===== src/rtl/phase_sequencer_pkg.sv =====
// -----------------------------------------------------------------------------
// phase_sequencer_pkg
//   Shared types and helpers for the instruction-phase sequencer.
//   - seq_state_t     : top-level sequencer state (running / halted)
//   - DEFAULT_NUM_PHASES : phases per full instruction in the stock CPU
//   - phase_onehot()  : binary phase index -> one-hot phase vector (<=32 phases)
// -----------------------------------------------------------------------------
package phase_sequencer_pkg;

  typedef enum logic {
    SEQ_RUN  = 1'b0,
    SEQ_HALT = 1'b1
  } seq_state_t;

  localparam int DEFAULT_NUM_PHASES = 5;

  // Callers cast the result down to their phase width.
  function automatic logic [31:0] phase_onehot(input logic [31:0] idx);
    return 32'd1 << idx;
  endfunction

endpackage


===== src/rtl/phase_sequencer_if.sv =====
// -----------------------------------------------------------------------------
// phase_sequencer_if
//   Control/status bundle between the CPU control path and the phase sequencer.
//   master : drives stall, early_end, halt_req, resume, wait_cfg
//   slave  : the sequencer; drives phase, phase_idx, phase_first, instr_done,
//            halted, instr_count
//   wait_cfg packs one WAIT_W-bit extra-cycle count per phase, phase i in
//   bits [i*WAIT_W +: WAIT_W].
// -----------------------------------------------------------------------------
interface phase_sequencer_if
  import phase_sequencer_pkg::*;
#(
  parameter int NUM_PHASES = DEFAULT_NUM_PHASES,
  parameter int WAIT_W     = 2,
  parameter int CNT_W      = 16
);
  localparam int IDX_W = $clog2(NUM_PHASES);

  logic                         stall;
  logic                         early_end;
  logic                         halt_req;
  logic                         resume;
  logic [NUM_PHASES*WAIT_W-1:0] wait_cfg;

  logic [NUM_PHASES-1:0]        phase;
  logic [IDX_W-1:0]             phase_idx;
  logic                         phase_first;
  logic                         instr_done;
  logic                         halted;
  logic [CNT_W-1:0]             instr_count;

  modport master (
    output stall, early_end, halt_req, resume, wait_cfg,
    input  phase, phase_idx, phase_first, instr_done, halted, instr_count
  );

  modport slave (
    input  stall, early_end, halt_req, resume, wait_cfg,
    output phase, phase_idx, phase_first, instr_done, halted, instr_count
  );

endinterface


===== src/rtl/phase_sequencer_wait_timer.sv =====
// -----------------------------------------------------------------------------
// phase_wait_timer
//   Per-phase wait-state counter. Counts extra cycles spent in the current
//   phase and flags when the selected configuration has been met.
//   clock, reset : system clock, synchronous active-high reset
//   clear_i      : zero the count (phase advance, or not running)
//   enable_i     : count one more wait cycle
//   cfg_i        : extra cycles required for the current phase
//   done_o       : count has reached (or passed) cfg_i -> phase may advance
// -----------------------------------------------------------------------------
module phase_wait_timer #(
  parameter int WAIT_W = 2
) (
  input  logic              clock,
  input  logic              reset,
  input  logic              clear_i,
  input  logic              enable_i,
  input  logic [WAIT_W-1:0] cfg_i,
  output logic              done_o
);

  logic [WAIT_W-1:0] wait_cnt_q, wait_cnt_d;

  always_comb begin
    wait_cnt_d = wait_cnt_q;
    if (clear_i)       wait_cnt_d = '0;
    else if (enable_i) wait_cnt_d = wait_cnt_q + WAIT_W'(1);
  end

  always_ff @(posedge clock) begin
    if (reset) wait_cnt_q <= '0;
    else       wait_cnt_q <= wait_cnt_d;
  end

  // >= rather than == : if cfg is lowered below the running count mid-phase,
  // the phase still advances instead of waiting for a wrap.
  assign done_o = (wait_cnt_q >= cfg_i);

endmodule


===== src/rtl/phase_sequencer.sv =====
// -----------------------------------------------------------------------------
// phase_sequencer
//   Instruction-phase sequencer for the SIMPLE CPU control path. Steps a
//   one-hot phase vector through NUM_PHASES phases per instruction, with
//   per-phase wait states, stall hold, early instruction end, halt/resume at
//   instruction boundaries and a retired-instruction counter.
//   clock, reset : system clock, synchronous active-high reset
//   bus (slave)  : control inputs stall/early_end/halt_req/resume/wait_cfg;
//                  status outputs phase/phase_idx/phase_first/halted/
//                  instr_count (registered) and instr_done (combinational,
//                  high in the final cycle of an instruction).
// -----------------------------------------------------------------------------
module phase_sequencer
  import phase_sequencer_pkg::*;
#(
  parameter int NUM_PHASES = DEFAULT_NUM_PHASES,
  parameter int WAIT_W     = 2,
  parameter int CNT_W      = 16
) (
  input  logic                clock,
  input  logic                reset,
  phase_sequencer_if.slave    bus
);

  localparam int IDX_W = $clog2(NUM_PHASES);
  localparam logic [IDX_W-1:0] LAST_IDX = IDX_W'(NUM_PHASES - 1);

  seq_state_t            state_q, state_d;
  logic [IDX_W-1:0]      idx_q, idx_d;
  logic [NUM_PHASES-1:0] phase_q, phase_d;
  logic                  first_q, first_d;
  logic [CNT_W-1:0]      cnt_q, cnt_d;

  logic [WAIT_W-1:0]     cfg_sel;
  logic                  run;
  logic                  wait_done;
  logic                  wait_en;
  logic                  wait_clr;
  logic                  advance;
  logic                  boundary;

  // Wait config for the active phase.
  always_comb begin
    cfg_sel = '0;
    for (int i = 0; i < NUM_PHASES; i++) begin
      if (idx_q == IDX_W'(i)) cfg_sel = bus.wait_cfg[i*WAIT_W +: WAIT_W];
    end
  end

  assign run      = (state_q == SEQ_RUN);
  // stall outranks everything: no count, no advance, no boundary.
  assign advance  = run & ~bus.stall & wait_done;
  assign wait_en  = run & ~bus.stall & ~wait_done;
  assign wait_clr = ~run | advance;
  // early_end only matters on the advance cycle.
  assign boundary = advance & ((idx_q == LAST_IDX) | bus.early_end);

  phase_wait_timer #(.WAIT_W(WAIT_W)) u_wait (
    .clock    (clock),
    .reset    (reset),
    .clear_i  (wait_clr),
    .enable_i (wait_en),
    .cfg_i    (cfg_sel),
    .done_o   (wait_done)
  );

  // Next-state / next-output logic.
  always_comb begin
    state_d = state_q;
    idx_d   = idx_q;
    first_d = 1'b0;
    cnt_d   = cnt_q;
    unique case (state_q)
      SEQ_RUN: begin
        if (advance) begin
          first_d = 1'b1;
          if (boundary) begin
            idx_d = '0;
            cnt_d = cnt_q + CNT_W'(1);
            // halt_req is only looked at here, so a pulse mid-instruction
            // is dropped.
            if (bus.halt_req) begin
              state_d = SEQ_HALT;
              first_d = 1'b0;
            end
          end else begin
            idx_d = idx_q + IDX_W'(1);
          end
        end
      end
      SEQ_HALT: begin
        idx_d = '0;
        // resume beats a concurrent halt_req; the halt is re-taken at the
        // end of the instruction that resume starts.
        if (bus.resume) begin
          state_d = SEQ_RUN;
          first_d = 1'b1;
        end
      end
      default: begin
        state_d = SEQ_RUN;
        idx_d   = '0;
        first_d = 1'b1;
      end
    endcase
    // The one-hot vector is registered alongside the index so the decoder
    // sees a clean flop output; it is blanked while halted.
    phase_d = (state_d == SEQ_RUN) ? NUM_PHASES'(phase_onehot(32'(idx_d)))
                                   : '0;
  end

  always_ff @(posedge clock) begin
    if (reset) begin
      state_q <= SEQ_RUN;
      idx_q   <= '0;
      phase_q <= NUM_PHASES'(1);
      first_q <= 1'b1;
      cnt_q   <= '0;
    end else begin
      state_q <= state_d;
      idx_q   <= idx_d;
      phase_q <= phase_d;
      first_q <= first_d;
      cnt_q   <= cnt_d;
    end
  end

  assign bus.phase       = phase_q;
  assign bus.phase_idx   = idx_q;
  assign bus.phase_first = first_q;
  assign bus.halted      = (state_q == SEQ_HALT);
  assign bus.instr_count = cnt_q;
  // Reset forces a clean cycle so the decoder never sees a retire under reset.
  assign bus.instr_done  = boundary & ~reset;

endmodule

===== src/flat_wrapper.sv =====
// flat-port wrapper written by rule: the top's interface ports become plain ports
module phase_sequencer_flat import phase_sequencer_pkg::*;
#(
  parameter int NUM_PHASES = DEFAULT_NUM_PHASES,
  parameter int WAIT_W     = 2,
  parameter int CNT_W      = 16
)
  (clock, reset, bus_stall, bus_early_end, bus_halt_req, bus_resume, bus_wait_cfg, bus_phase, bus_phase_idx, bus_phase_first, bus_instr_done, bus_halted, bus_instr_count);
  phase_sequencer_if #(.NUM_PHASES(NUM_PHASES), .WAIT_W(WAIT_W), .CNT_W(CNT_W)) bus_i ();
  input  logic clock;
  input  logic reset;
  input wire logic [$bits(bus_i.stall)-1:0] bus_stall;
  input wire logic [$bits(bus_i.early_end)-1:0] bus_early_end;
  input wire logic [$bits(bus_i.halt_req)-1:0] bus_halt_req;
  input wire logic [$bits(bus_i.resume)-1:0] bus_resume;
  input wire logic [$bits(bus_i.wait_cfg)-1:0] bus_wait_cfg;
  output wire logic [$bits(bus_i.phase)-1:0] bus_phase;
  output wire logic [$bits(bus_i.phase_idx)-1:0] bus_phase_idx;
  output wire logic [$bits(bus_i.phase_first)-1:0] bus_phase_first;
  output wire logic [$bits(bus_i.instr_done)-1:0] bus_instr_done;
  output wire logic [$bits(bus_i.halted)-1:0] bus_halted;
  output wire logic [$bits(bus_i.instr_count)-1:0] bus_instr_count;
  assign bus_i.stall = bus_stall;
  assign bus_i.early_end = bus_early_end;
  assign bus_i.halt_req = bus_halt_req;
  assign bus_i.resume = bus_resume;
  assign bus_i.wait_cfg = bus_wait_cfg;
  assign bus_phase = bus_i.phase;
  assign bus_phase_idx = bus_i.phase_idx;
  assign bus_phase_first = bus_i.phase_first;
  assign bus_instr_done = bus_i.instr_done;
  assign bus_halted = bus_i.halted;
  assign bus_instr_count = bus_i.instr_count;
  phase_sequencer #(.NUM_PHASES(NUM_PHASES), .WAIT_W(WAIT_W), .CNT_W(CNT_W)) u_core (.clock(clock), .reset(reset), .bus(bus_i));
endmodule

===== config.mk =====
export PLATFORM = sky130hd
export DESIGN_NAME = phase_sequencer_flat
export DESIGN_NICKNAME = d
export VERILOG_FILES = /design/src/rtl/phase_sequencer_pkg.sv /design/src/rtl/phase_sequencer_if.sv /design/src/rtl/phase_sequencer_wait_timer.sv /design/src/rtl/phase_sequencer.sv /design/src/flat_wrapper.sv
export SDC_FILE = /design/constraint.sdc
export NUM_CORES = 1
export LEC_CHECK = 0
export BUFFER_PORTS_ARGS = -buffer_cell sky130_fd_sc_hd__buf_2
export CAP_MARGIN = 20
export CORE_ASPECT_RATIO = 1.4
export CORE_MARGIN = 4
export CORE_UTILIZATION = 51
export CTS_CLUSTER_DIAMETER = 30
export CTS_CLUSTER_SIZE = 8
export DETAILED_ROUTE_END_ITERATION = 7
export PLACE_DENSITY = 0.81
export SYNTH_ARGS = -nofsm -noshare
export SYNTH_HDL_FRONTEND = slang
export SYNTH_SLANG_ARGS = --single-unit

===== constraint.sdc =====
create_clock -name clock -period 3.7 [get_ports clock]
set_clock_uncertainty 0.1 [all_clocks]
set_input_delay 0.37 -clock clock [delete_from_list [all_inputs] [get_ports clock]]
set_output_delay 0.37 -clock clock [all_outputs]
set_load 0.05 [all_outputs]

==> reports/metrics.yaml <==
cp_common_cell: "ha_1"
synth_nets: 203
antenna_found_initial: 0
clock_sinks: 28
ioPinCount: 43
rsz0062_at_grt: "no"
crit_required_ps: 3230
hp-start: "bus_resume"
drive_gt1_share_pct: 24.8
end_kind: "output pin"
fp.dieH_um: 72.9
seq_area_um2: 563
clk_pin_slew_worst_paths_ps: 90
grt_overflow: 0
fin_ws_ps: 164
r2r_slack_ps: 220
dieWidth_um: 54.3
n_antenna_cell: 0
critPathTopFamily: "simple AND/OR/NAND/NOR gates"
fill_cells: 281
worstReg2RegEnd: "u_core.bus.instr_count[6]$_SDFFE_PP0P_"
hold_depth: 2
worst_slew_pin_slew_ps: 637
grt_start_max_net_pins: 25
syn_to_final_growth_pct: 19.4
synth.area.top_cells: "dfxtp_1, ha_1, a21oi_1"
syn_area_per_cell_um2: 8.56
vdd_drop_max_mv: 0.197
cts_htree_levels: 1
syn-cell-area_mm2: 0.00153
route.detailed.drc: 0
async_flop_share_pct: 0
setup_violations: 0
syn-instance-count: 179
final_common_cell: "buf_2"
cts_inserted_buffers: 3
relSlewSlack_pct: 57.0
clockBufferDepth: 2
crit_chain: "inv_1, ha_1, and3b_1, a21oi_1, o21ai_0, a211o_1, ha_1, nor3b_2, or4b_4, nor2_4, clkbuf_4"
multi_input_area_um2: 922
synth-edff-count: 0
outcome: "finished, final reports clean"
grt_pass1_vias: 1479
start_util_pct: 53.3
power_density_mw_per_mm2: 347
cts-root-buf: "clkbuf_8"
totalPowerFinal_w: 0.000635
vias_per_cell: 6.05
rows: 23
cts_hold_buf: 0
routedWlPerCell_um: 15.0
yosysTopAreaCellShare_pct: 36.6
path_buf_inv: 2
worstReg2RegStart: "u_core.bus.phase_idx[0]$_SDFF_PP0_"
cp-startpoint: "u_core.bus.phase_idx[0]$_SDFF_PP0_"
cts_tree: "built"
grt.total_usage_pct: 20.5
die_area_mm2: 0.00396
critPathSlowestCell: "or4b_4"
drtIter0Drc: 29
grt_pass1_wl_um: 6200
cp.arrival_ps: 3070
finalCritPeriodShare_pct: 95.6
port_buffers: 42
hpwlAfterDp_um: 2660
holdPathEnd: "u_core.bus.phase_first$_SDFF_PP1_"
tns_ps: 0
critPathLaunchType: "register"
synth_seq_cells: 28
final_nets: 244
cap_viol_max_count: 0
leakagePower_nw: 0.734
hold_violations: 0
ant_nets: 0
core-area_mm2: 0.00288
yosysWarnings: 0
num_vias: 1543
post-place-ws_ps: 284
crit_type: "register to output pin"
worstPathMaxFanout: 8
clock.fmax_mhz: 283
yosysTopAreaCell: "dfxtp_1"
max_stage_delay_ps: 590
final_cell_mix: "buf_2, dfxtp_1, a21oi_1, nand3_1, o31ai_1"
min_path_type: "input pin to register"
gp_congestion: 0.857
reg2reg_depth: 12
drv_slew: 0
drtPass1Iterations: 4
period_needed_ps: 3540
clkLatencyLatePin_ps: 270
ys_types: 40
synth_ff_type: "dfxtp_1"
ys_seq_area_share_pct: 36.6
drt_wl_total_um: 3830
## area by class of cell
type                    count  share of cell area (%)
clock buffers               3                    2.26
inverters                   8                    1.64
multi-input cells         135                    50.4
flip-flops and latches     28                    30.8
well taps                  37                    2.53
repair buffers             44                    12.4
## kinds of logic (layout without fill, tap and decap cells)
group,Yosys count,in the layout,synth area share [%]
simple gates,70,71,27.6
compound gates,54,54,23.3
flops,28,28,36.6
buf+inv,17,55,4.73
fa+ha+maj,8,8,6.53
xor+xnor,1,1,0.572
mux,1,1,0.653
## worst reg2reg max path, delay by kind of cell (launching register included)
family	cells	cell delay, ps
simple gates	4	1400
flops	1	380
compound gates	4	660
fa+ha+maj	2	610
buf+inv	2	270
## synth_stat cells, drive strengths merged (2+ instances only)
library cell / n
a211oi: 4
a21oi: 19
and3: 4
and3b: 2
and4: 3
buf: 2
clkbuf: 7
dfxtp: 28
ha: 8
inv: 8
nand2: 7
nand2b: 2
nand3: 12
nand3b: 2
nand4: 5
nor2: 8
nor3: 3
nor3b: 3
o21a: 2
o21ai: 7
o311ai: 3
o31a: 3
o31ai: 10
or3: 4
or4: 9
or4b: 2
## sequential cells by signal (all words and copies together) (netlist names)
register                  flops
u_core.u_wait.wait_cnt_q      2
u_core.bus.instr_count       16
u_core.bus.phase_idx          3
u_core.bus.phase_first        1
u_core.bus.phase              5
u_core.bus.halted             1
## worst max-delay path by stage
stage,end,slack [ps],cells past startpoint
finish,bus_instr_done,160,11
CTS,bus_instr_done,20,11
detailed placement,u_core.bus.instr_count[10]$_SDFFE_PP0P_,280,11
floorplan,bus_instr_done,20,12
global route,bus_instr_done,10,11
global placement,bus_instr_done,360,11
## where the power goes
part	switching (W)	internal, W
combinational	0.000102	0.0000529
clock	0.0000880	0.0000729
sequential	0.00000756	0.000312
## routing by layer
layer  GRT usage (%)  share of wire (%)
met5               0                  0
met4            8.59                1.4
met3            2.66                5.3
met2            35.8                 51
met1            24.2                 42
## timing repair
| item | CTS | global route |
|---|---|---|
| gates cloned | 1 | 0 |
| buffers inserted | 0 | 2 |
| endpoints found under the setup margin | 1 | 1 |
| gates resized for setup | 1 | 2 |
| pin swaps | 1 | 1 |
## metrics by stage
stage	util (%)	hold WS, ps	area [µm²]	instances
2_1_floorplan	-	343	1540	179
4_1_cts	63.0	246	1810	253
6_report	63.6	248	1830	255
3_3_place_gp	61.0	364	1760	249
5_1_grt	63.6	270	1830	255
3_5_place_dp	61.0	381	1760	249
No activity file was read; power rests on OpenSTA's default activity.
